### src/rtl/uart_tx_arbiter.sv
// Round-robin, packet-locked arbiter sharing one uart_tx byte transmitter among NREQ
// requesters, with optional source-ID header and forced close at MAX_LEN payload bytes.
module uart_tx_arbiter #(
   parameter int         NREQ     = 4,
   parameter int         HDR_EN   = 1,
   parameter logic [7:0] HDR_BASE = 8'hA0,
   parameter int         MAX_LEN  = 16
) (
   input  logic              clk,
   input  logic              rst,
   input  logic [NREQ-1:0]   req_valid,
   input  logic [8*NREQ-1:0] req_data,
   input  logic [NREQ-1:0]   req_last,
   output logic [NREQ-1:0]   req_ready,
   output logic              tx_valid,
   output logic [7:0]        tx_data,
   input  logic              tx_ready,
   output logic [NREQ-1:0]   grant,
   output logic              busy,
   output logic              trunc
);

   localparam int IDXW = (NREQ > 1) ? $clog2(NREQ) : 1;

   typedef enum logic [1:0] {IDLE, HDR, DATA} state_t;

   state_t          state_reg;
   logic [IDXW-1:0] gidx_reg;
   logic [IDXW-1:0] ptr_reg;
   logic [7:0]      cnt_reg;
   logic            trunc_reg;

   logic [7:0]      req_byte [NREQ];
   logic [IDXW-1:0] pick_idx;
   logic            pick_found;
   logic [IDXW-1:0] gidx_inc;
   logic            xfer;
   logic            owner_last;
   logic            at_limit;

   generate
      for (genvar gi = 0; gi < NREQ; gi++) begin : g_req
         assign req_byte[gi]  = req_data[8*gi +: 8];
         assign req_ready[gi] = (state_reg == DATA) && (gidx_reg == IDXW'(gi)) && tx_ready;
         assign grant[gi]     = (state_reg != IDLE) && (gidx_reg == IDXW'(gi));
      end
   endgenerate

   // Scan downward in priority so the nearest asserted index at or after ptr wins last.
   always_comb begin : arb_pick
      int j;
      pick_found = 1'b0;
      pick_idx   = ptr_reg;
      j          = 0;
      for (int k = NREQ - 1; k >= 0; k--) begin
         j = int'(ptr_reg) + k;
         if (j >= NREQ) j = j - NREQ;
         if (req_valid[j[IDXW-1:0]]) begin
            pick_found = 1'b1;
            pick_idx   = j[IDXW-1:0];
         end
      end
   end

   always_comb begin
      tx_valid = 1'b0;
      tx_data  = 8'h00;
      case (state_reg)
         HDR: begin
            tx_valid = 1'b1;
            tx_data  = HDR_BASE | 8'(gidx_reg);
         end
         DATA: begin
            tx_valid = req_valid[gidx_reg];
            tx_data  = req_byte[gidx_reg];
         end
         default: ;
      endcase
   end

   assign xfer       = (state_reg == DATA) && tx_valid && tx_ready;
   assign owner_last = req_last[gidx_reg];
   assign at_limit   = (cnt_reg == 8'(MAX_LEN - 1));
   assign gidx_inc   = (gidx_reg == IDXW'(NREQ - 1)) ? '0 : gidx_reg + 1'b1;
   assign busy       = (state_reg != IDLE);
   assign trunc      = trunc_reg;

   always_ff @(posedge clk) begin
      if (rst) begin
         state_reg <= IDLE;
         gidx_reg  <= '0;
         ptr_reg   <= '0;
         cnt_reg   <= 8'd0;
         trunc_reg <= 1'b0;
      end else begin
         trunc_reg <= 1'b0;
         case (state_reg)
            IDLE: begin
               if (pick_found) begin
                  gidx_reg  <= pick_idx;
                  cnt_reg   <= 8'd0;
                  state_reg <= (HDR_EN != 0) ? HDR : DATA;
               end
            end
            HDR: begin
               if (tx_ready) state_reg <= DATA;
            end
            DATA: begin
               if (xfer) begin
                  cnt_reg <= cnt_reg + 8'd1;
                  if (owner_last || at_limit) begin
                     state_reg <= IDLE;
                     ptr_reg   <= gidx_inc;
                     trunc_reg <= !owner_last;
                  end
               end
            end
            default: state_reg <= IDLE;
         endcase
      end
   end

endmodule

### config.mk
export PLATFORM = sky130hd
export DESIGN_NAME = uart_tx_arbiter
export DESIGN_NICKNAME = d
export VERILOG_FILES = /design/src/rtl/uart_tx_arbiter.sv
export SDC_FILE = /design/constraint.sdc
export NUM_CORES = 1
export LEC_CHECK = 0
export CORE_MARGIN = 10
export CORE_UTILIZATION = 45
export CTS_CLUSTER_SIZE = 40
export DETAILED_ROUTE_END_ITERATION = 12
export PLACE_DENSITY = 0.86
export SYNTH_ARGS = -nofsm -noshare
export SYNTH_HDL_FRONTEND = slang
export SYNTH_SLANG_ARGS = --single-unit
### constraint.sdc
create_clock -name clk -period 4.4 [get_ports clk]
set_input_delay 0.88 -clock clk [delete_from_list [all_inputs] [get_ports clk]]
set_output_delay 0.88 -clock clk [all_outputs]
set_load 0.02 [all_outputs]
# Word level (Yosys, flattened, before mapping)
# Index checks and enable logic that the tools add are counted.
[op_classes] add_sub_neg=9 order_cmp=10 eq_ne=10 n_mux=38 bitwise_logic=4 reduce_logical=25
[op_table] operator="8-bit two-way mux" n=4
[op_table] operator="8-bit case mux with 2 select lines" n=2
[op_table] operator="2-bit two-way mux" n=13
[op_table] operator="8-bit binary-select mux with 2-bit select" n=1
[op_table] operator="2-bit by 3-bit less-than comparator with 1-bit output (second input constant)" n=5
[op_table] operator="1-bit logical AND" n=14
[op_table] operator="1-bit binary-select mux with 2-bit select" n=6
[op_table] operator="3-bit greater-or-equal comparator (second input constant)" n=4
[op_table] operator="1-bit two-way mux" n=10
[op_table] operator="8-bit by 1-bit adder with 8-bit output (second input constant)" n=1
[op_table] operator="8-bit by 4-bit == test with 1-bit output (second input constant)" n=1
[op_table] operator="2-bit by 1-bit subtractor with 2-bit output (second input constant)" n=4
[op_table] operator="2-bit by 2-bit adder with 3-bit output (second input constant)" n=2
[op_table] operator="2-bit == test (second input constant)" n=3
[op_table] operator="2-bit inequality test (second input constant)" n=3
[op_table] operator="2-bit case mux with 3 select lines" n=1
[op_table] operator="3-bit AND reduction" n=2
[op_table] operator="2-bit by 1-bit == test with 1-bit output (second input constant)" n=2
[op_table] operator="2-bit logical NOT" n=2
[op_table] operator="4-bit AND reduction" n=1
[op_table] operator="2-bit nonzero test" n=2
[op_table] operator="4-bit OR reduction" n=1
[op_table] operator="2-bit by 1-bit adder with 3-bit output (second input constant)" n=1
[op_table] operator="2-bit by 3-bit greater-or-equal comparator with 1-bit output (second input constant)" n=1
[op_table] operator="8 further kinds" n=10
[word_totals] ff_bits=15 inputBits=43 out_inout_bits=19 elab_cells=101

# Longest topological paths before layout
# Gate-level depths: netlist (run 1).
[logic_depth] word_depth=11 depth_mapped=9 ltp_nobuf=7

# Least setup slack after synthesis (run 1)
# No wires, ideal clock.
[synth_path] path_kind="register -> output" from="register gidx_reg[0]" to="output tx_data[5]" arrival_time_ps=1667 t_required_ps=3520 slack_ps=1853 stages_incl_launch_ff=6 n_path_buf=2 cell_sequence="dfxtp_1 -> buf_4 -> buf_1 -> mux4_2 -> nand3_1 -> nand2_1"
[synth_between] elab_chain_len=5
[synth_rtl] item="start: declaration" line="28" text="logic [IDXW-1:0] gidx_reg;"
[synth_rtl] item="start signal: assignment" line="100" text="gidx_reg <= pick_idx;"
[synth_rtl] item="2-bit inverter with 3-bit output (not written as such)" line="75" text="tx_data = req_byte[gidx_reg];"
[synth_rtl] item="8-bit binary-select mux with 2-bit select" line="75"
[synth_rtl] item="8-bit two-way mux (not written as such) (2 in a row)" line="75"
[synth_rtl] item="8-bit case mux with 2 select lines" line="68" text="case (state_reg)"
[synth_rtl] item="end: declaration" line="16" text="output logic [7:0] tx_data,"
# No other way between the ends. The select of a mux whose other input is x is not followed.

# Final worst setup path (run 1)
[layout_path] from="input req_valid[1]" to="output tx_valid"
[layout_between] elab_chain_len=3
[layout_rtl] item="start: declaration" line="11" text="input logic [NREQ-1:0] req_valid,"
[layout_rtl] item="1-bit binary-select mux with 2-bit select" line="74" text="tx_valid = req_valid[gidx_reg];"
[layout_rtl] item="1-bit two-way mux (not written as such)" line="74"
[layout_rtl] item="1-bit case mux with 2 select lines" line="68"
[layout_rtl] item="end: declaration" line="15" text="output logic tx_valid,"
# No other way between the ends. The select of a mux whose other input is x is not followed.

==> summary.md, run 1 <==
| Metric | Value |
|---|---|
| Outcome | finished clean |
| Power per Cell Area | 335.6 nW/µm² |
| Slew margin rel. | between 50% and 60% |
| Synth Register Bits | 15 |
| Worst setup EP type | output port |
| GRT Util Overall | 14.40% |
| Final GP Congestion | 0.7984 |
| Kind of critical path | input port to output port |
| Max reg flops | 8 |
| Synth area leaders | dfxtp_1, mux4_2, ha_1 |
| Seq/Total Area, Yosys | 21.70% |
| CTS tree | yes |
| Share of cells above drive strength 1 | 7.763% |
| Dpl ws | a little under 0.8 ns |
| Crit start category | input port |
| Die height | 75.46 µm |
| Post-route ant nets | 0 |
| Die W | 75.46 µm |
| Starting Density | 46.08% |
| Max Freq | 276.9 MHz |
| Via count | ~1400 |
| Largest net degree at the start of global routing | 20 |
| Synth area leader | dfxtp_1 |
| Num rows | 20 |
| Routed WL per cell | 16.09 µm |
| Layout Skew | 0.0008502 ns |
| Post-CTS Resized | 0 |
| Commonest non-fill, non-tap cells in the layout | clkdlybuf4s50_1, nand2_1, dfxtp_1, mux2i_1 |
| Predominant post-synthesis flop cell | dfxtp_1 |
| Most common cell after layout, fill and taps aside | clkdlybuf4s50_1 |
| Number of distinct library cells after synthesis | 41 |
| Vias in the first global route | around 1300 |
| Ant. Diodes | 0 |
| Syn avg cell area | roughly 8.5 µm² |
| Final setup vio count | 0 |
| Routed WL | 4.054 mm |
| Max VDD drop | 269.3 µV |
| Clock root cell | clkbuf_4 |
| Final Slew Violations | 0 |
| P_leak | 0.7443 nW |
| Post-Syn Instances | 163 |
| Placed wire-length estimate | roughly 3.4 mm |
| Initial antenna violation count | 0 |
| Area share of the largest cell type after synthesis | 21.70% |
| Hold buffers post-CTS | 0 |
| Synthesized Nets | 216 |
| DRC violation count after routing | 0 |
| Final period util | 82.09% |
| Die footprint | 5693 µm² |
| Max_cap viols | 0 |
| Worst Max-Slew Pin Slew | 0.7390 ns |
| Clock period minus worst slack | 3.612 ns |
| Setup ws final | roughly 0.8 ns |
| Global route overflow | 0 |
| RSZ-0062 raised after global routing | no |
| Req. time, crit path | 3.52 ns |
| Async SR Flop Fraction | 0% |
| Worst-skew pair later-pin latency | roughly 0.28 ns |
| WP data arrival | 2.73 ns |
| Mapped Area | 1384 µm² |
| Number of synthesized flops with an enable pin | 0 |
| Layout area overhead | 45.93% |
| Postcts setup bufs | 0 |
| Total core area | 3003 µm² |
| Via-to-Cell Ratio | 5.524 |
| Net count of the finished layout | 273 |
| Critical path peak fanout | 8 |
| Synth warn | 0 |
| First-pass GRT wire length | about 6.5 mm |
| Drt pass-1 iters | 4 |
| Iter 0 DRT Violations | 56 |
| Clk slew on worst S/H paths | 0.09 ns |
| Post-Route Setup TNS | 0 ns |
| Clock sinks | 15 |
| Hold Path Class | flip-flop to flip-flop |
| Deepest clock path buffer count | 2 |
| H-tree depth | 1 |
| IO buf count | 61 |
| Inserted Clock Buffers | 3 |
| R2R setup slack | about 1.9 ns |
| IO Count | 62 |
| Final Hold Viols | 0 |
-- metrics by stage --
step | utilization (%) | total power [W] | hold slack (ns) | cells | instance area [µm²]
2_1_floorplan | - | 0.0004590 | 0.4456 | 163 | 1384
3_3_place_gp | 66.33 | 0.0005963 | 0.4741 | 248 | 1992
3_5_place_dp | 66.33 | 0.0006038 | 0.4836 | 248 | 1992
4_1_cts | 67.25 | 0.0006835 | 0.5011 | 252 | 2019
5_1_grt | 67.25 | 0.0007355 | 0.5188 | 252 | 2019
6_report | 67.25 | 0.0006778 | 0.4999 | 252 | 2019
-- per-layer routing --
layer	vias up	routed length [µm]	GRT usage [%]
met5	-	0	0
met4	0	56	3.299
met3	6	196	3.125
met2	28	2160	26.72
met1	651	1640	16.24
li1	707	-	-
-- report_power, final --
group          switching [W]  leakage, nW  total [W]  internal (W)
clock network      0.0000451       0.0177  0.0000788     0.0000337
logic               0.000225        0.605   0.000419      0.000194
registers          0.0000292        0.122   0.000180      0.000151
total               0.000299        0.744   0.000678      0.000379
-- synth_stat cells, types with 2 or more instances --
master     instances
inv_1              7
nor3_1             2
o21ai_1            5
and3_1             4
buf_2              2
a2111oi_0          2
o211ai_1           3
nor3b_1            2
or4_1              4
a21o_1             2
nand3b_1           2
a21oi_1           10
dfxtp_1           15
nor2_1            11
nand3_1            6
nor2b_1           11
nand2b_1           4
mux2i_1           12
mux4_2             6
or3_1              3
nand2_1           15
ha_1              10
nand4_1            2
xor2_1             2
clkbuf_1           5
-- worst max-delay path, cell delays in order --
cell and delay (ns):
clkdlybuf4s50_1 0.65, mux2i_1 0.16, o221ai_2 0.36, clkdlybuf4s50_1 0.68
-- layout make-up --
cell class | instances | area, µm²
sequential | 15 | 300.3
tap | 33 | 41.29
clock buffer | 3 | 22.52
timing repair buffer | 62 | 618.1
fill | 244 | 983.4
clock inverter | 1 | 5.005
multi-input combinational | 131 | 1006
inverter | 7 | 26.28
-- kinds of logic (layout without fill, tap and decap cells) --
| family | Yosys count | after routing | share of synthesized area (%) |
|---|---|---|---|
| flops | 15 | 15 | 21.70 |
| buf+inv | 17 | 73 | 5.606 |
| compound gates | 28 | 28 | 14.74 |
| xor+xnor | 2 | 2 | 1.266 |
| simple gates | 73 | 73 | 29.20 |
| fa+ha+maj | 10 | 10 | 9.042 |
| mux | 18 | 18 | 18.45 |
-- worst paths after layout --
path / start / to / depth (start not counted)
max: req_valid[1] / tx_valid / 4
min: cnt_reg[6] / cnt_reg[6] / 2
max reg2reg: state_reg[0] / cnt_reg[6] / 7
min reg2reg: cnt_reg[6] / cnt_reg[6] / 2
No activity file was read; power rests on OpenSTA's default activity.
==> run 2, diff against run 1 <==
--- a/config.mk
+++ b/config.mk
@@ -6,10 +6,10 @@
 export NUM_CORES = 1
 export LEC_CHECK = 0
 export CORE_MARGIN = 10
-export CORE_UTILIZATION = 45
+export CORE_UTILIZATION = 38
 export CTS_CLUSTER_SIZE = 40
 export DETAILED_ROUTE_END_ITERATION = 12
-export PLACE_DENSITY = 0.86
+export PLACE_DENSITY = 0.77
 export SYNTH_ARGS = -nofsm -noshare
 export SYNTH_HDL_FRONTEND = slang
 export SYNTH_SLANG_ARGS = --single-unit
==> constraint.sdc (replaced) <==
create_clock -name clk -period 3.2 [get_ports clk]
set_input_delay 0.64 -clock clk [delete_from_list [all_inputs] [get_ports clk]]
set_output_delay 0.64 -clock clk [all_outputs]
set_load 0.02 [all_outputs]
==> run 2 against run 1 <==
Die area rose by 13%. Combinational power rose by 44%. Flip-flop and latch count did not move. Clock power rose by 43%. Setup slack got worse by 0.55 ns. Critical path type is now flip-flop to output port. Largest power group unchanged. Highest routed layer unchanged.
==> summary.md, run 2 (same netlist as run 1, synthesis figures left out) <==
| Metric | Value |
|---|---|
| Req. time, crit path | 2.56 ns |
| Fin util | 60.99% |
| Total core area | 3416 µm² |
| Via-to-Cell Ratio | ~5.2 |
| Worst setup EP type | output port |
| Die height | 80.35 µm |
| Final setup vio count | 0 |
| Routed WL | 4.165 mm |
| Commonest non-fill, non-tap cells in the layout | clkdlybuf4s50_1, dfxtp_1, nand2_1, mux2i_1 |
| Max reg flops | 8 |
| Max_cap viols | 0 |
| IO buf count | 61 |
| Global route overflow | 0 |
| Final GP Congestion | about 0.8 |
| Ant. Diodes | 0 |
| Outcome | finished clean |
| Kind of critical path | flip-flop to output port |
| Final Hold Viols | 0 |
| Clk slew on worst S/H paths | 0.09 ns |
| Layout Skew | 0.006328 ns |
| Vias in the first global route | 1373 |
| Die W | ~80 µm |
| Initial antenna violation count | 0 |
| Share of cells above drive strength 1 | a little over a tenth |
| Post-route ant nets | 0 |
| Worst Max-Slew Pin Slew | 0.7573 ns |
| Final Slew Violations | 0 |
| First-pass GRT wire length | between 6 and 7 mm |
| Hold Path Class | flip-flop to flip-flop |
| Starting Density | 40.51% |
| Most common cell after layout, fill and taps aside | clkdlybuf4s50_1 |
| Clock root cell | clkbuf_4 |
| Slowest cell delay on critical path | 0.64 ns |
| H-tree depth | 1 |
| Crit path buffers/inverters | 2 |
| WP data arrival | 2.32 ns |
| RSZ-0062 raised after global routing | no |
| Max Freq | 337.6 MHz |
| Max VDD drop | 304.8 µV |
| Iter 0 DRT Violations | 73 |
| Clock period minus worst slack | 2.962 ns |
| Clock sinks | 15 |
| Power per Cell Area | 457.2 nW/µm² |
| CTS tree | yes |
| Delay-heaviest family, CP | buffers and inverters |
| Dpl cell area | 2053 µm² |
| Drt pass-1 iters | 4 |
| Routed WL per cell | 15.37 µm |
| Die footprint | 6455 µm² |
| Slowest stage cell, crit path | clkdlybuf4s50_1 |
| IO Count | 62 |
| CP Cell Sequence | inv_1 -> ha_1 -> nand2_2 -> a21o_1 -> a21oi_1 -> clkdlybuf4s50_1 |
| P_leak | just under 0.8 nW |
| Layout area overhead | 50.54% |
| Postcts setup bufs | 0 |
| Critical path peak fanout | 8 |
| Final period util | 92.56% |
| Post-layout instance area | 2083 µm² |
| Net count of the finished layout | 279 |
| Via count | 1416 |
| Post-Route Setup TNS | 0 ns |
| DRC violation count after routing | 0 |
| Num rows | 21 |
| GRT Util Overall | 13.01% |
| Inserted Clock Buffers | 3 |
| Worst-skew pair later-pin latency | 0.29 ns |
| Slew margin rel. | between 40% and 50% |
| Deepest clock path buffer count | 2 |
| Largest net degree at the start of global routing | 20 |
| Placed wire-length estimate | 3.443 mm |
| Crit start category | flip-flop |
## run 2: power breakdown
| group | internal [W] | switching [W] |
|---|---|---|
| logic | 0.000280 | 0.000325 |
| clock network | 0.0000465 | 0.0000668 |
| registers | 0.000207 | 0.0000275 |
## run 2: area by class of cell
cell class	instances	area [µm²]
multi-input cells	131	1008
clock buffers	3	22.52
flip-flops and latches	15	300.3
inverters	7	26.28
repair buffers	68	663.1
well taps	46	57.56
clock inverters	1	5.005
fillers	309	1333
## run 2: what timing repair did
| item | CTS | global route |
|---|---|---|
| hold buffers | 0 | 0 |
| gates resized for setup | 0 | 1 |
| endpoints found under the setup margin | 0 | 2 |
## run 2: final timing paths
| kind | depth (start not counted) | slack [ns] | end | from |
|---|---|---|---|---|
| worst max-delay path | 6 | 0.24 | tx_data[0] | state_reg[0] |
| worst min-delay path | 2 | 0.50 | cnt_reg[1] | cnt_reg[1] |
| worst max register to register | 8 | 0.80 | cnt_reg[6] | state_reg[0] |
| worst min register to register | 2 | 0.50 | cnt_reg[1] | cnt_reg[1] |
## run 2: layer usage
| metal | part of all wire [%] | GRT usage (%) | vias to the layer above |
|---|---|---|---|
| li1 | - | - | 724 |
| met1 | 41 | 14.78 | 657 |
| met2 | 54 | 24.36 | 31 |
| met3 | 4.0 | 1.670 | 4 |
| met4 | 1.0 | 3.697 | 0 |
| met5 | 0 | 0 | - |
## run 2: stage by stage
stage | std cells | hold WS [ns] | worst slack, ns | total power, W
6_report | 271 | 0.4952 | 0.2380 | 0.0009524
5_1_grt | 271 | 0.5127 | 0.06411 | 0.001024
4_1_cts | 271 | 0.4921 | 0.1123 | 0.0009588
3_5_place_dp | 267 | 0.4769 | 0.2858 | 0.0008454
3_3_place_gp | 267 | 0.4701 | 0.3058 | 0.0008365
2_1_floorplan | 163 | 0.4456 | 0.8928 | 0.0006312
## run 2: tightest hold or removal path, stage by stage, from the launching register on
cell and delay, ns:
dfxtp_1 0.35, nand2_1 0.06, a21oi_1 0.05
